$ cat src/rtl/apb_reg_slv.sv
// apb_reg_slv -- APB slave exposing a small register file.
//
// Purpose:
//   NREG read/write registers, a read-only status word and a read-only
//   transaction counter (TCNT), reached through a standard APB setup/access
//   handshake with WAIT programmable wait states per transfer.
//   The register map is word-indexed. Index 0..NREG-1 are the R/W registers,
//   index NREG is STAT_IN, and index NREG+1 is TCNT. All other indices are
//   unmapped.
//
// Ports:
//   APBS_CLK      in   rising-edge clock
//   APBS_RESETN   in   asynchronous active-low reset
//   APBS_PSEL     in   select
//   APBS_PENABLE  in   access phase
//   APBS_PADDR    in   [AW]  byte address
//   APBS_PWDATA   in   [DW]  write data
//   APBS_PWRITE   in   1 = write, 0 = read
//   APBS_PRDATA   out  [DW]  read data (0 unless a clean read completes)
//   APBS_PREADY   out  transfer complete (combinational)
//   APBS_PSLVERR  out  error, qualified by PREADY
//   REG_OUT       out  [NREG*DW]  register i at [i*DW +: DW]
//   WR_PULSE      out  [NREG]  one-cycle strobe after a committed write
//   STAT_IN       in   [DW]  status word, synchronous to APBS_CLK
module apb_reg_slv #(
  parameter int DW   = 16,
  parameter int AW   = 16,
  parameter int NREG = 4,
  parameter int WAIT = 0
) (
  input  logic                 APBS_CLK,
  input  logic                 APBS_RESETN,
  input  logic                 APBS_PSEL,
  input  logic                 APBS_PENABLE,
  input  logic [AW-1:0]        APBS_PADDR,
  input  logic [DW-1:0]        APBS_PWDATA,
  input  logic                 APBS_PWRITE,
  output logic [DW-1:0]        APBS_PRDATA,
  output logic                 APBS_PREADY,
  output logic                 APBS_PSLVERR,
  output logic [NREG*DW-1:0]   REG_OUT,
  output logic [NREG-1:0]      WR_PULSE,
  input  logic [DW-1:0]        STAT_IN
);

  localparam int LSB = $clog2(DW / 8);
  localparam int IW  = AW - LSB;
  localparam logic [IW-1:0] IDX_STAT  = IW'(NREG);
  localparam logic [IW-1:0] IDX_TCNT  = IW'(NREG + 1);
  localparam logic [3:0]    WAIT_LAST = 4'(WAIT);

  typedef enum logic {IDLE, ACCESS} state_t;

  state_t          state, state_nxt;
  logic [DW-1:0]   regs [NREG];
  logic [DW-1:0]   tcnt;
  logic [3:0]      wait_cnt;
  logic [IW-1:0]   idx_q;
  logic            wr_q;
  logic            err_q;
  logic [DW-1:0]   wdata_q;
  logic [DW-1:0]   rdata_q;

  logic [IW-1:0]   idx;
  logic            misaligned;
  logic            setup;
  logic            err_dec;
  logic [DW-1:0]   rd_val;

  assign idx = APBS_PADDR[AW-1:LSB];

  // Byte-wide data has no sub-word address bits, so it can never be misaligned.
  generate
    if (LSB == 0) begin : g_byte
      assign misaligned = 1'b0;
    end else begin : g_word
      assign misaligned = |APBS_PADDR[LSB-1:0];
    end
  endgenerate

  assign setup = (state == IDLE) && APBS_PSEL && !APBS_PENABLE;

  // Error is decided from the setup-phase address and held for the whole transfer.
  assign err_dec = misaligned || (idx > IDX_TCNT) ||
                   (APBS_PWRITE && ((idx == IDX_STAT) || (idx == IDX_TCNT)));

  // Read mux, evaluated at the setup phase so TCNT reads return the pre-transfer count.
  always_comb begin
    rd_val = '0;
    for (int i = 0; i < NREG; i++) begin
      if (idx == IW'(i)) rd_val = regs[i];
    end
    if (idx == IDX_STAT) rd_val = STAT_IN;
    if (idx == IDX_TCNT) rd_val = tcnt;
  end

  assign APBS_PREADY  = (state == ACCESS) && (wait_cnt == WAIT_LAST) &&
                        APBS_PSEL && APBS_PENABLE;
  assign APBS_PSLVERR = APBS_PREADY && err_q;
  assign APBS_PRDATA  = (APBS_PREADY && !err_q) ? rdata_q : '0;

  generate
    for (genvar g = 0; g < NREG; g++) begin : g_regout
      assign REG_OUT[g*DW +: DW] = regs[g];
    end
  endgenerate

  always_ff @(posedge APBS_CLK or negedge APBS_RESETN) begin
    if (!APBS_RESETN) state <= IDLE;
    else              state <= state_nxt;
  end

  // Dropping PSEL mid-access abandons the transfer; completion also returns to IDLE.
  always_comb begin
    state_nxt = state;
    case (state)
      IDLE:   if (setup) state_nxt = ACCESS;
      ACCESS: if (!APBS_PSEL || APBS_PREADY) state_nxt = IDLE;
      default: state_nxt = IDLE;
    endcase
  end

  // Setup capture, wait counting, write commit and the transaction counter.
  always_ff @(posedge APBS_CLK or negedge APBS_RESETN) begin
    if (!APBS_RESETN) begin
      for (int i = 0; i < NREG; i++) regs[i] <= '0;
      tcnt     <= '0;
      wait_cnt <= '0;
      idx_q    <= '0;
      wr_q     <= 1'b0;
      err_q    <= 1'b0;
      wdata_q  <= '0;
      rdata_q  <= '0;
      WR_PULSE <= '0;
    end else begin
      WR_PULSE <= '0;
      if (setup) begin
        idx_q    <= idx;
        wr_q     <= APBS_PWRITE;
        err_q    <= err_dec;
        wdata_q  <= APBS_PWDATA;
        rdata_q  <= APBS_PWRITE ? '0 : rd_val;
        wait_cnt <= '0;
      end else if ((state == ACCESS) && APBS_PSEL) begin
        if (APBS_PREADY) begin
          tcnt <= tcnt + 1'b1;
          if (wr_q && !err_q) begin
            for (int i = 0; i < NREG; i++) begin
              if (idx_q == IW'(i)) begin
                regs[i]     <= wdata_q;
                WR_PULSE[i] <= 1'b1;
              end
            end
          end
        end else if (wait_cnt < WAIT_LAST) begin
          wait_cnt <= wait_cnt + 4'd1;
        end
      end
    end
  end

endmodule

$ cat config.mk
export PLATFORM = sky130hd
export DESIGN_NAME = apb_reg_slv
export DESIGN_NICKNAME = d
export VERILOG_FILES = /design/src/rtl/apb_reg_slv.sv
export SDC_FILE = /design/constraint.sdc
export NUM_CORES = 1
export LEC_CHECK = 0
export ABC_AREA = 1
export CORE_MARGIN = 4
export CORE_UTILIZATION = 45
export CTS_CLUSTER_DIAMETER = 40
export DETAILED_ROUTE_END_ITERATION = 10
export PLACE_DENSITY = 0.72
export SLEW_MARGIN = 20
export SYNTH_ARGS = -nofsm -noshare
export SYNTH_HDL_FRONTEND = slang
export SYNTH_SLANG_ARGS = --single-unit
$ cat constraint.sdc
create_clock -name APBS_CLK -period 2.8 [get_ports APBS_CLK]
set_input_delay 0.56 -clock APBS_CLK [delete_from_list [all_inputs] [get_ports APBS_CLK]]
set_output_delay 0.56 -clock APBS_CLK [all_outputs]
set_load 0.02 [all_outputs]
======== Word level (Yosys, flattened, before mapping) ========
Cells that the tools add are included.
word-level totals
  register bits after elaboration ......... 138
  input bits .............................. 53
  output and inout port bits .............. 86
  logic and storage cells ................. 79
operators by class
  add/sub/neg operators ................... 2
  $lt $le $gt $ge ......................... 2
  eq/ne operators ......................... 9
  mux-type cells .......................... 23
  bitwise gates (word level) .............. 2
  reductions and logical operators ........ 28
operators by type and width
  cell                                                        number
  2-to-1 mux 16 bit                                           8
  equality test 15 x 2 -> 1 bit, second input constant        4
  2-to-1 mux 4 bit                                            8
  equality test 15 x 1 -> 1 bit, second input constant        2
  equality test 15 x 3 -> 1 bit, second input constant        2
  logical NOT 15 bit                                          2
  AND reduction 5 bit                                         4
  adder 16 x 1 -> 16 bit, second input constant               1
  > comparator 15 x 3 -> 1 bit, second input constant         1
  logical AND 1 bit                                           10
  2-to-1 mux 1 bit                                            6
  AND reduction 3 bit                                         2
  adder 4 x 1 -> 4 bit, second input constant                 1
  logical NOT 4 bit                                           1
  logical OR 1 bit                                            4
  less-than comparator 4 x 1 -> 1 bit, second input constant  1
  nonzero test 2 bit                                          2
  logical NOT 1 bit                                           3
  != test 2 x 1 -> 1 bit, second input constant               1
  NOT 1 bit                                                   2
  one-hot mux 1 bit (2 select lines)                          1

======== Logic depth before layout (Yosys ltp) ========
  depth in word-level cells ............... 8
  depth in mapped cells ................... 13
  mapped depth without buffers ............ 12

======== Worst setup path after synthesis ========
Ideal clock, no wire load.
  path type ............................... input to output
  from .................................... in APBS_PSEL
  to ...................................... out APBS_PRDATA[10]
  arrival ................................. 1.407 ns
  required time ........................... 2.240 ns
  path slack .............................. 0.833 ns
  cell stages on the path ................. 5
  path buffers ............................ 1
  path through ............................ nand3_4 -> inv_2 -> nand2_4 -> clkbuf_1 -> nor2_1
between the ends
  cells in the longest elaborated chain, start to end .. 4
RTL lines
  what               line  source
  start, declared    33    input logic APBS_PSEL,
  logical AND 1 bit  97    assign APBS_PREADY = (state == ACCESS) && (wait_cnt == WAIT_LAST) &&
  logical AND 1 bit  98    APBS_PSEL && APBS_PENABLE;
  net APBS_PREADY    39    output logic APBS_PREADY,
  logical AND 1 bit  100   assign APBS_PRDATA = (APBS_PREADY && !err_q) ? rdata_q : '0;
  2-to-1 mux 16 bit  100
  end, declared      38    output logic [DW-1:0] APBS_PRDATA,
The timed path passes the listed nets, and every way through them passes these cells.

======== Worst setup path after layout ========
  from .................................... in APBS_PSEL
  to ...................................... out APBS_PSLVERR
between the ends
  cells in the longest elaborated chain, start to end .. 3
RTL lines
  what               line  source
  logical AND 1 bit  97
  logical AND 1 bit  98
  logical AND 1 bit  99    assign APBS_PSLVERR = APBS_PREADY && err_q;
  end, declared      40    output logic APBS_PSLVERR,
No other way between the ends.

==> flow_summary.toml <==
[clock_tree]
cts-root-buf = "clkbuf_16"
path_clk_slew_ns = 0.06
clockBufferDepth = 2
cts.htree.levels = 4
clock_sinks = 134
cts_made_buffers = 17
insertion_delay_ns = 0.43
cts_tree = "built"
cts_hold_buffers = 0

[routing]
vias = 5613
drt-vias-per-instance = 5.093
drt-pass1-iter-count = 5
antenna_left = 0
drc = 0
routedWlPerCell_um = 16.30
drt_iter0_drc = 358
drt-total-wl_mm = 17.97

[pwr]
swShare_pct = 23.99
seqPwrFrac_pct = 43.9
ir_drop_uv = 412.3
switchingPower_w = 0.001158
p_per_area_nw_per_um2 = 559.2
p_comb_share_pct = 8.4
p_leak_nw = 4.243
clockPowerShare_pct = 47.7
internal-power_w = 0.003669

[worst_setup_path]
critPathKind = "in -> out"
crit_path_top_delay_cell = "clkdlybuf4s50_1"
r2r-end = "tcnt[14]"
crit_path_frequent_cell = "clkdlybuf4s50_1"
critPathLaunch = "APBS_PSEL"
cp_max_fo = 5
r2r_start = "state"
critPathArrivalTime_ns = 2.05
ff2ff_path_depth = 9
critPathCapture = "APBS_PSLVERR"
worst_setup_path_start_kind = "primary input"
critPathRequiredTime_ns = 2.24
crit_chain = "clkdlybuf4s50_1 > nand3_4 > buf_4 > nor2_1 > clkdlybuf4s50_1"
crit_cells = 5
cpPeakStageDelay_ns = 0.61
reg2reg_slack_ns = 1.10
critPathCaptureType = "output port"
crit_family = "buffers and inverters"
cp.buffers_inverters = 3

[die]
io_pins = 139
std_cell_rows = 43
die_area_sq_um = 16280
start_util_pct = 46.18
core_area_sq_um = 13930
die_w_um = 127.6
die_height_um = 127.6

[synthesis]
yosysMostFrequentCell = "nand2_1"
synth_area_per_cell_sq_um = 8.368
ys_types = 41
synth_fp_nets = 823
ys_ff_latch = 134
synth_top_area_share_pct = 52.11
syn_area_sq_um = 6435
synth-edff-count = 0
ys_top_cells_by_area = "dfrtp_1 (52%), nand2_1 (13%), o21ai_1 (5.4%), inv_1 (4.2%), nor2_1 (4.0%)"
synthFlopType = "dfrtp_1"
yosys-top-cells-count = "nand2_1 (216), dfrtp_1 (134), inv_1 (72)"
yosysSeqAreaShare_pct = 52.11
synth_area_leader_cell = "dfrtp_1"
synth_cells = 769
yosysWarnings = 0
synth-async-reset-ratio_pct = 100.0

[layout]
diodes = 0
fillers = 1213
layout-drive-gt1-share_pct = 10.85
nets = 963
syn2layout_area_growth_pct = 34.16

[grt]
grt_pass1_vias = 5610
grt_max_degree = 54
grt_pass1_wl_mm = 29.04
grt_overflow_total = 0
antenna_found_initial = 0
grt_usage_pct = 22.82

[sta]
finalHoldViolCount = 0
hold_slack_ns = 0.1775
worst_pin_slew_ns = 0.6913
finalWorstSetupSlack_ns = 0.1934
slew_violations = 0
min_period_ns = 2.607
fmax_mhz = 383.6
setup_viol = 0
setup_tns_ns = 0
timing.final.crit_share_pct = 93.09
relSlewSlack_pct = 53.91
rsz0062_at_grt = "no"
clock_skew_ns = 0.02052

[place]
place_ws_ns = 0.01830
gp_congestion = 0.8008
port_buffers = 138
hpwl_mm = 12.61

[hold_path]
holdCritPathClass = "in -> async"

[flow_run]
drv_cap = 0

[outcome]
status = "finished, final reports clean"
-- worst register-to-register path, stage by stage (launching register included) --
cell     delay, ns
dfrtp_1       0.41
nand3_4       0.09
buf_4         0.16
nor2_2        0.14
nand3_2       0.14
nor2_2        0.16
nand2_2       0.09
nor2_2        0.13
nand3_1       0.10
xnor2_1       0.19
-- sequential cells by signal (all words and copies together) (netlist names) --
name	cells
err_q	1
REG_OUT	64
wdata_q	16
wr_q	1
WR_PULSE	4
rdata_q	16
tcnt	16
idx_q	15
state	1
-- metrics by stage --
stage          cell area [sq um]  utilization, %  instances  power (W)
3_3_place_gp                7975           57.23       1070   0.002547
6_report                    8633           61.96       1102   0.004827
5_1_grt                     8633           61.96       1102   0.005013
3_5_place_dp                7975           57.23       1070   0.002558
2_1_floorplan               6435               -        769   0.002346
4_1_cts                     8593           61.67       1102   0.004856
-- layout make-up --
class	count	area [sq um]	area share, %
clock inverters	11	147.6	1.710
clock buffers	21	470.5	5.449
repair buffers	152	1562	18.09
well taps	180	225.2	2.609
flip-flops and latches	134	3353	38.84
multi-input cells	526	2580	29.88
inverters	78	295.3	3.420
-- layer usage --
layer | GRT usage (%) | routed length, um | vias up
li1 | - | - | 2754
met1 | 29.36 | 7478 | 2649
met2 | 36.39 | 8709 | 187
met3 | 8.027 | 1483 | 23
met4 | 7.179 | 296 | 0
met5 | 0 | 0 | -
-- timing repair --
item	in CTS	in global routing
resized for setup	0	16
setup buffers	0	0
setup endpoints to repair	0	16
-- kinds of logic (layout without fill, tap and decap cells) --
group                      count (synthesis)  after routing  share of synthesized area, %
and+or+nand+nor                          378            378                         27.01
DFF                                      134            134                         52.11
adders and majority gates                  1              1                        0.1944
AOI/OAI and AO/OA                        133            133                         10.99
xor gates and xnor gates                  14             14                         1.906
buffers and inverters                    109            262                         7.797
-- power groups by stage --
stage	Sequential, W	Clock, W	Combinational, W
after floorplan	0.00214	0	0.000211
after global placement	0.00215	0	0.000399
after detailed placement	0.00215	0	0.000408
after CTS	0.00212	0.00233	0.000412
after global routing	0.00213	0.00242	0.000462
final	0.00212	0.00230	0.000405
-- cells in the final DEF (no fill, tap or decap), types with 3 or more instances in the layout --
cell type,instances
nand2_1,216
dfrtp_1,134
clkdlybuf4s50_1,121
inv_1,72
o21ai_1,69
nor2_1,68
o21ai_0,38
nand3_1,30
clkbuf_16,17
dlymetal6s2s_1,16
nor2_2,12
buf_4,12
nand3_2,10
a21oi_1,10
nand4_1,9
a31oi_1,9
xor2_1,8
nand2_2,7
xnor2_1,6
inv_2,5
nor2_4,4
nor4_1,4
or2_2,4
a211oi_1,3
clkinv_2,3
clkinv_4,3
bufinv_16,3
clkbuf_8,3
buf_12,3
-- worst min path at each step --
stage,end,cells past startpoint
floorplan,REG_OUT[0],0
global placement,idx_q[10],2
detailed placement,rdata_q[15],2
CTS,rdata_q[12],1
global route,rdata_q[12],1
finish,REG_OUT[58],1
(Power assumes the default switching activity.)
